===== config.mk =====
export PLATFORM = sky130hd
export DESIGN_NAME = fir_lpf_par
export DESIGN_NICKNAME = d
export VERILOG_FILES = /design/src/rtl/fir_lpf_par.sv
export SDC_FILE = /design/constraint.sdc
export NUM_CORES = 1
export LEC_CHECK = 0
export ABC_AREA = 1
export CAP_MARGIN = 20
export CORE_ASPECT_RATIO = 1.2
export CORE_UTILIZATION = 30
export DETAILED_ROUTE_END_ITERATION = 10
export PLACE_DENSITY = 0.57
export SLEW_MARGIN = 5
export SYNTH_ARGS = -nofsm -noshare
export SYNTH_HDL_FRONTEND = slang
export SYNTH_SLANG_ARGS = --single-unit

===== constraint.sdc =====
create_clock -name clk_i -period 9.6 [get_ports clk_i]
set_input_delay 1.44 -clock clk_i [delete_from_list [all_inputs] [get_ports clk_i]]
set_output_delay 1.44 -clock clk_i [all_outputs]
set_load 0.02 [all_outputs]

===== src/rtl/fir_lpf_par.sv =====
// fir_lpf_par: time-multiplexed low-pass FIR filter.
//
// A sample accepted on the input handshake is written into a circular history
// buffer. The filter sum y[n] = sum c[k]*x[n-k] is then built over
// N = ceil(Taps/Lanes) cycles, Lanes products per cycle. The sum is rounded
// half up from Q1.(CoeffWidth-1), saturated to DataWidth bits and held on the
// output handshake until it is taken.
//
// Ports:
//   clk_i         single clock
//   rst_i         synchronous active-high reset (clears history and coefficients)
//   coeff_we_i    coefficient write strobe (honoured only in IDLE with no input handshake)
//   coeff_addr_i  coefficient index, writes at or above Taps are dropped
//   coeff_data_i  signed coefficient, Q1.(CoeffWidth-1)
//   in_data_i     signed input sample
//   in_valid_i    input sample valid
//   in_ready_o    high only while idle
//   out_data_o    signed filtered sample, stable while out_valid_o is high
//   out_valid_o   result valid
//   out_ready_i   result accepted
module fir_lpf_par #(
  parameter int Taps       = 16,
  parameter int Lanes      = 2,
  parameter int DataWidth  = 10,
  parameter int CoeffWidth = 10
) (
  input  logic                         clk_i,
  input  logic                         rst_i,
  input  logic                         coeff_we_i,
  input  logic [$clog2(Taps)-1:0]      coeff_addr_i,
  input  logic signed [CoeffWidth-1:0] coeff_data_i,
  input  logic signed [DataWidth-1:0]  in_data_i,
  input  logic                         in_valid_i,
  output logic                         in_ready_o,
  output logic signed [DataWidth-1:0]  out_data_o,
  output logic                         out_valid_o,
  input  logic                         out_ready_i
);

  localparam int AW   = $clog2(Taps);
  localparam int N    = (Taps + Lanes - 1) / Lanes;
  localparam int CNTW = (N > 1) ? $clog2(N) : 1;
  localparam int KW   = $clog2(Taps + Lanes) + 1;
  localparam int PW   = DataWidth + CoeffWidth;
  localparam int AccW = PW + $clog2(Taps);

  localparam logic [AW-1:0]          LAST_IDX  = AW'(Taps - 1);
  localparam logic [CNTW-1:0]        LAST_STEP = CNTW'(N - 1);
  localparam logic [KW-1:0]          TAPS_K    = KW'(Taps);
  localparam logic [KW-1:0]          LANES_K   = KW'(Lanes);
  localparam logic [AW:0]            TAPS_W    = (AW+1)'(Taps);
  localparam logic [AW:0]            LANES_W   = (AW+1)'(Lanes);
  localparam logic signed [AccW-1:0] RND       = AccW'(64'sd1 << (CoeffWidth - 2));
  localparam logic signed [AccW-1:0] SAT_MAX   = AccW'((64'sd1 << (DataWidth - 1)) - 64'sd1);
  localparam logic signed [AccW-1:0] SAT_MIN   = AccW'(-(64'sd1 << (DataWidth - 1)));

  typedef enum logic [1:0] {IDLE, RUN, OUT} state_t;

  state_t state_reg, state_next;

  logic signed [DataWidth-1:0]  hist_mem  [Taps];
  logic signed [CoeffWidth-1:0] coeff_mem [Taps];

  logic [AW-1:0]                ptr_reg;       // slot of the newest sample
  logic [AW-1:0]                base_reg;      // history slot read by lane 0 this step
  logic [KW-1:0]                k0_reg;        // tap index handled by lane 0 this step
  logic [CNTW-1:0]              cnt_reg;
  logic signed [AccW-1:0]       acc_reg;
  logic signed [DataWidth-1:0]  out_data_reg;

  logic                         in_hs;
  logic                         last_step;
  logic                         coeff_wr_ok;
  logic [AW-1:0]                ptr_inc;
  logic [AW:0]                  base_diff;
  logic [AW-1:0]                base_dec;
  logic signed [AccW-1:0]       psum [Lanes+1];
  logic signed [AccW-1:0]       acc_next;
  logic signed [AccW-1:0]       rounded;
  logic signed [AccW-1:0]       shifted;
  logic signed [DataWidth-1:0]  sat_val;

  assign in_hs       = (state_reg == IDLE) && in_valid_i;
  assign last_step   = (cnt_reg == LAST_STEP);
  assign coeff_wr_ok = (state_reg == IDLE) && !in_valid_i && coeff_we_i
                       && ({1'b0, coeff_addr_i} < TAPS_W);
  assign ptr_inc     = (ptr_reg == LAST_IDX) ? '0 : ptr_reg + 1'b1;

  // Modular decrement by Lanes: a borrow out of the extended subtraction
  // means we stepped below slot 0, so fold back by Taps. Works for any Taps.
  assign base_diff = {1'b0, base_reg} - LANES_W;
  assign base_dec  = base_diff[AW] ? AW'(base_diff + TAPS_W) : base_diff[AW-1:0];

  // Lane gi multiplies c[k0+gi] by x[n-(k0+gi)]; taps past the end add zero.
  assign psum[0] = acc_reg;
  generate
    for (genvar gi = 0; gi < Lanes; gi++) begin : g_lane
      localparam logic [AW:0]   LOFF = (AW+1)'(gi);
      localparam logic [KW-1:0] KOFF = KW'(gi);

      logic [KW-1:0]          tap_k;
      logic                   tap_ok;
      logic [AW:0]            sdiff;
      logic [AW-1:0]          sidx;
      logic [AW-1:0]          cidx;
      logic signed [PW-1:0]   prod;
      logic signed [AccW-1:0] term;

      assign tap_k   = k0_reg + KOFF;
      assign tap_ok  = tap_k < TAPS_K;
      assign sdiff   = {1'b0, base_reg} - LOFF;
      assign sidx    = sdiff[AW] ? AW'(sdiff + TAPS_W) : sdiff[AW-1:0];
      assign cidx    = tap_ok ? tap_k[AW-1:0] : '0;
      assign prod    = hist_mem[sidx] * coeff_mem[cidx];
      assign term    = tap_ok ? AccW'(prod) : AccW'(0);
      assign psum[gi+1] = psum[gi] + term;
    end
  endgenerate

  assign acc_next = psum[Lanes];
  assign rounded  = acc_next + RND;
  assign shifted  = rounded >>> (CoeffWidth - 1);

  always_comb begin
    sat_val = shifted[DataWidth-1:0];
    if (shifted > SAT_MAX) begin
      sat_val = SAT_MAX[DataWidth-1:0];
    end else if (shifted < SAT_MIN) begin
      sat_val = SAT_MIN[DataWidth-1:0];
    end
  end

  // State register
  always_ff @(posedge clk_i) begin
    if (rst_i) begin
      state_reg <= IDLE;
    end else begin
      state_reg <= state_next;
    end
  end

  // Next-state logic
  always_comb begin
    state_next = state_reg;
    unique case (state_reg)
      IDLE:    if (in_valid_i)  state_next = RUN;
      RUN:     if (last_step)   state_next = OUT;
      OUT:     if (out_ready_i) state_next = IDLE;
      default:                  state_next = IDLE;
    endcase
  end

  // Output decode
  always_comb begin
    in_ready_o  = 1'b0;
    out_valid_o = 1'b0;
    unique case (state_reg)
      IDLE:    in_ready_o  = 1'b1;
      OUT:     out_valid_o = 1'b1;
      default: ;
    endcase
  end

  assign out_data_o = out_data_reg;

  // Datapath: history, coefficients, accumulation and result register
  always_ff @(posedge clk_i) begin
    if (rst_i) begin
      for (int i = 0; i < Taps; i++) begin
        hist_mem[i]  <= '0;
        coeff_mem[i] <= '0;
      end
      ptr_reg      <= '0;
      base_reg     <= '0;
      k0_reg       <= '0;
      cnt_reg      <= '0;
      acc_reg      <= '0;
      out_data_reg <= '0;
    end else begin
      if (in_hs) begin
        hist_mem[ptr_inc] <= in_data_i;
        ptr_reg           <= ptr_inc;
        base_reg          <= ptr_inc;
        k0_reg            <= '0;
        cnt_reg           <= '0;
        acc_reg           <= '0;
      end else if (coeff_wr_ok) begin
        coeff_mem[coeff_addr_i] <= coeff_data_i;
      end

      if (state_reg == RUN) begin
        acc_reg  <= acc_next;
        base_reg <= base_dec;
        k0_reg   <= k0_reg + LANES_K;
        cnt_reg  <= cnt_reg + 1'b1;
        if (last_step) begin
          out_data_reg <= sat_val;
        end
      end
    end
  end

endmodule


# After elaboration in Yosys (flattened, before gate mapping)
# Memories as Yosys holds them, arrays and structs flattened. A register that Yosys moved wholly into a read port is not among the register bits.
# Cells that the tools add are included.
# Widths: inputs -> output; s select.
[word_totals] ram_bits=320 n_memories=2 word_cells=83 inputBits=29 register_bits=53
[classes] multipliers=2 add_sub_neg=11 n_lt_le_gt_ge=4 n_eq_ne=7 muxes=40 n_reduce_logical=10
[mem_list] name="coeff_mem" words=16 width=10 read_ports=2 rd_ports_with_merged_regs=0 write_ports=16 line_no="62" source="logic signed [CoeffWidth-1:0] coeff_mem [Taps];"
[mem_list] name="hist_mem" words=16 width=10 read_ports=2 rd_ports_with_merged_regs=1 write_ports=16 line_no="61" source="logic signed [DataWidth-1:0] hist_mem [Taps];"
[ops] cell="$mux 24" count=4
[ops] cell="$add 24x24->24" count=2
[ops] cell="$mux 4" count=11
[ops] cell="$mul 10x10->20" count=2
[ops] cell="$mux 10" count=4
[ops] cell="$add 24x10->24 const B" count=1
[ops] cell="$reduce_or 10->1" count=2
[ops] cell="$gt 15x10->1 const B" count=1
[ops] cell="$lt 15x10->1 const B" count=1
[ops] cell="$mux 1" count=13
[ops] cell="$add 4x1->4 const B" count=3
[ops] cell="$lt 6x5->1 const B" count=2
[ops] cell="$mux 6" count=2
[ops] cell="$add 6x1->6 const B" count=1
[ops] cell="$add 6x2->6 const B" count=1
[ops] cell="$mux 2" count=3
[ops] cell="$mux 3" count=2
[ops] cell="$ne 2x2->1 const B" count=3
[ops] cell="$pmux 2 s3" count=1
[ops] cell="$sub 4x1->5 const B" count=1
[ops] cell="$sub 4x2->5 const B" count=1
[ops] cell="$eq 4x4->1 const B" count=1
[ops] cell="$add 3x1->3 const B" count=1
[ops] cell="$eq 3x3->1 const B" count=1
[ops] cell="other kinds (8)" count=10

# Longest topological paths before layout
# Gate-level depths: netlist of the first run.
# An unclocked memory read counts as a cell.
[logic_depth] depth_word=11 depth_mapped=60 mapped_depth_nobuf=55

# Least setup slack after synthesis of the first run
# Ideal clock, no wire load.
[synth_timing] path_kind="flip-flop to flip-flop" from="register base_reg[0]" to="register out_data_reg[1] (netlist: out_data_o[1])" path_slack_ps=102 setup_time_ps=123 path_stages_with_launch=59 arrival_ps=9375 period_less_slack_ps=9498 t_required_ps=9477 path_cell_list="dfxtp_1 > clkbuf_1 > inv_1 > clkbuf_1 > clkbuf_1 > ha_1 > clkbuf_1 > inv_1 > clkbuf_1 > clkbuf_1 > a21oi_1 > o21ai_0 > nand3_1 > o311ai_0 > nand2_1 > inv_1 > nand2_1 > fa_1 > [23 not listed] > ha_1 > nand2_1 > nor2_1 > inv_1 > nor2_1 > nand4_1 > nand3_1 > nand2_1 > nand2_1 > nand2_1 > nor2_1 > nand3_1 > nand2_1 > nand2_1 > nor2_1 > nand3b_1 > a21oi_4 > a21oi_1"
[synth_between] elab_chain_cells=11 elab_cells_between_ends=12 classes_between="4 x add/sub; 1 x mul; 2 x order compare; 4 x mux; 1 x memory"
[synth_rtl] item="start: declaration" line_no="65" source="logic [AW-1:0] base_reg;"
[synth_rtl] item="start signal: assignment" line_no="183" source="base_reg <= ptr_inc;"
[synth_rtl] item="start signal: assignment" line_no="193" source="base_reg <= base_dec;"
[synth_rtl] item="$sub 4x1->5 (*)" line_no="111" source="assign sdiff = {1'b0, base_reg} - LOFF;"
[synth_rtl] item="$add 4x1->4" line_no="112" source="assign sidx = sdiff[AW] ? AW'(sdiff + TAPS_W) : sdiff[AW-1:0];"
[synth_rtl] item="$mux 4 (*)" line_no="112"
[synth_rtl] item="$mem_v2 16x10 (*)"
[synth_rtl] item="$mul 10x10->20 (*)" line_no="114" source="assign prod = hist_mem[sidx] * coeff_mem[cidx];"
[synth_rtl] item="$mux 24 (*)" line_no="115" source="assign term = tap_ok ? AccW'(prod) : AccW'(0);"
[synth_rtl] item="$add 24x24->24 (*)" line_no="116" source="assign psum[gi+1] = psum[gi] + term;"
[synth_rtl] item="$add 24x10->24 (*)" line_no="121" source="assign rounded = acc_next + RND;"
[synth_rtl] item="$lt 15x10->1" line_no="128" source="end else if (shifted < SAT_MIN) begin"
[synth_rtl] item="$mux 10" line_no="128"
[synth_rtl] item="$mux 10 (*)" line_no="126" source="if (shifted > SAT_MAX) begin"
[synth_rtl] item="end signal: assignment" line_no="197" source="out_data_reg <= sat_val;"
[synth_rtl] item="end: declaration" line_no="69" source="logic signed [DataWidth-1:0] out_data_reg;"
# Every way passes the cells marked *; elsewhere a longest branch is shown, timed or not.
# A chain may end at the register's enable or synchronous reset.

# Worst setup path in the final report of the first run
[layout_timing] from="register base_reg[0]" to="register out_data_reg[7] (netlist: out_data_o[7])"
# Same word-level chain as after synthesis.

==> metrics, run 1 <==
Vert. Die Dim=341 um; routed len/inst=17.9 um; Via density=4.81; post-DP HPWL=64200 um; global-route wire length before repair=136000 um; mean post-synth cell area=8.22 sq um; H-tree Lvls=2; initial antenna violation count=2; Bufs and invs on worst path=14; max frequency=108 MHz; Seq cells post-synth=376; clk sinks=376; CTS Buf Count=42; Max-slew headroom=0.265; top cells by area, synth=edfxtp_1, fa_1, nand2_1, nor2_1, inv_1; Netlist cell types=48; Slew Viols, Final=0; die area=96700 sq um; Layout area overhead=23.3%; total core area=94200 sq um; DR pass1 iterations=6; CTS tree=done; gp weighted congestion=0.934; Final min period=9.29 ns; Top delay family on crit path=adder cells; final setup vio count=0; top cell type's share of synthesized area=0.335; Die X=284 um; required time of the critical path=10.11 ns; Root Driver=clkbuf_16; YS warnings=0; largest net degree at the start of global routing=105; outcome=finished, final reports clean; nets=4117; post-synthesis sequential area ratio=0.375; Worst Tran Pin Value=1.10 ns; R2R setup slack=0.31 ns; PortBufs=40; asr flop ratio synth=0; Clock transition at path regs=0.06 ns; crit end category=register; Syn Inst Count=3484; via count=24200; drt first-iter violations=1672; final hold vios=0; Min-Delay Path Class=register to register; Max stage delay on crit path=0.56 ns; worst clock skew=0.0540 ns; Post-synth EDFFs=320; Critical Path Fanout Max=10; FILL cells=9574; Clk Latency, worst-skew pair=0.63 ns; grt ovf=0; share of cells above drive strength 1=0.173; Worst path most repeated cell=inv_2; Initial Util=0.304; max-cap viol count=0; Routed Antenna Nets=0; DRC errors left=0; Crit Path Class=register to register; slowest CP cell=fa_1; I/O pin cnt=41; GRT Overall Usage=0.180; Final WS setup=0.306 ns; Rows=123; syn_nets=3851; top cell type by total area after synthesis=edfxtp_1; clock tree buffer depth=3; Antenna diodes=0; startpoint types=register; CP Data Arrival Time=9.80 ns; ys flop type=edfxtp_1; setup slack at placement=-0.116 ns; routed wire length=90100 um; cell area after synthesis=28600 sq um; CTS Hold Buffers Added=0; final worst-path cycle share=0.968; number of global-route vias before repair=23700
-- timing repair --
item / 4_1_cts / 5_1_grt
pin swaps: 2 / 92
setup buffers: 2 / 46
gates resized for setup: 8 / 268
setup endpoints to repair: 9 / 13
gates cloned: 0 / 9
-- metrics by stage --
stage	cells	setup TNS, ns	utilization	hold slack (ns)	area [sq um]
2_1_floorplan	3484	0	-	0.433	28600
3_3_place_gp	4900	-0.0911	0.343	0.452	32300
3_5_place_dp	4900	-0.931	0.343	0.454	32300
4_1_cts	4978	0	0.359	0.461	33800
5_1_grt	5032	-1.24	0.375	0.487	35300
6_report	5032	0	0.375	0.458	35300
-- Yosys cell counts, types with 5 or more instances --
master / count
clkbuf_1: 149
xor2_1: 11
o311ai_0: 20
inv_1: 512
nand3b_1: 5
fa_1: 208
o21ai_1: 5
nand4_1: 23
o221ai_1: 12
nand2_2: 21
mux2i_1: 20
a21oi_1: 247
xnor2_1: 11
dfxtp_1: 56
inv_2: 13
nand2_1: 672
o211ai_1: 50
edfxtp_1: 320
buf_1: 9
o21ai_0: 149
nand3_1: 134
nor2_2: 12
nor2_1: 584
a2111oi_0: 9
or2_2: 15
nor3_1: 37
ha_1: 130
a31oi_1: 14
-- routing by layer --
metal	global-route usage	wire, um	up-vias	share of wire
met4	0.0717	3470	2	0.039
li1	-	-	11800	-
met2	0.312	44300	643	0.49
met3	0.0173	4160	178	0.046
met5	0	15	-	0.00017
met1	0.230	38200	11600	0.42
-- cells by family (layout without fill, tap and decap cells) --
| family | after synthesis | count (layout) | synth area share |
|---|---|---|---|
| buf+inv | 691 | 989 | 0.0907 |
| xor+xnor | 23 | 23 | 0.00729 |
| fa+ha+maj | 338 | 338 | 0.202 |
| mux | 20 | 20 | 0.00699 |
| compound gates | 524 | 524 | 0.104 |
| flops | 376 | 376 | 0.375 |
| simple gates | 1512 | 1512 | 0.214 |
-- worst reg2reg max path, delay by kind of cell (launching register included) --
family                   cells  cell delay [ns]
AO/OA/AOI/OAI               11             1.66
buffers and inverters       14             1.25
flip-flops                   1             0.37
adder cells (fa/ha/maj)      9             3.96
AND/OR/NAND/NOR             19             1.98
-- layout by cell type, fill, tap and decap left out, drive strengths merged --
cell and count:
a2111oi 9, o21ai 155, clkinv 17, clkbuf 53, a21boi 1, nand3 135, a21o 2, ha 130
bufinv 9, nor3 40, clkdlybuf4s50 39, xor2 12, o32ai 1, nand3b 5, a211oi 4, a22oi 1
and3 1, buf 338, o311ai 20, o21a 1, xnor2 11, a21oi 249, o221ai 12, nor2 598
clkinvlp 8, mux2i 20, a31oi 14, a221oi 2, fa 208, o211ai 50, nand2 693, and2 2
o21bai 3, or2 15, nand4 23, edfxtp 320, inv 525, dfxtp 56
-- layout make-up --
type	instances	area [sq um]	share of cell area
clock inverters	30	432	0.0122
well taps	1250	1560	0.0443
multi-input cells	2417	16100	0.457
inverters	529	2010	0.0570
clock buffers	46	1070	0.0302
flip-flops and latches	376	10700	0.304
repair buffers	384	3370	0.0953
-- path summary, 6_finish.rpt --
path / startpoint / endpoint / cells after the start
worst max-delay path: base_reg[0] / out_data_o[7] / 53
worst min register to register: cnt_reg[0] / cnt_reg[0] / 1
worst max register to register: base_reg[0] / out_data_o[7] / 53
worst min-delay path: cnt_reg[0] / cnt_reg[0] / 1
Power of run 1 is not shown: default switching activity piles up to over one toggle a cycle in this logic, so the estimate is an artifact.
==> run 2, diff against run 1 <==
- SKIP_LAST_GASP: unset -> 1
==> results of run 2 <==
Same layout as run 1: the final DEF is identical, and so are final timing and power.
Power of run 2 is left out for the same reason.
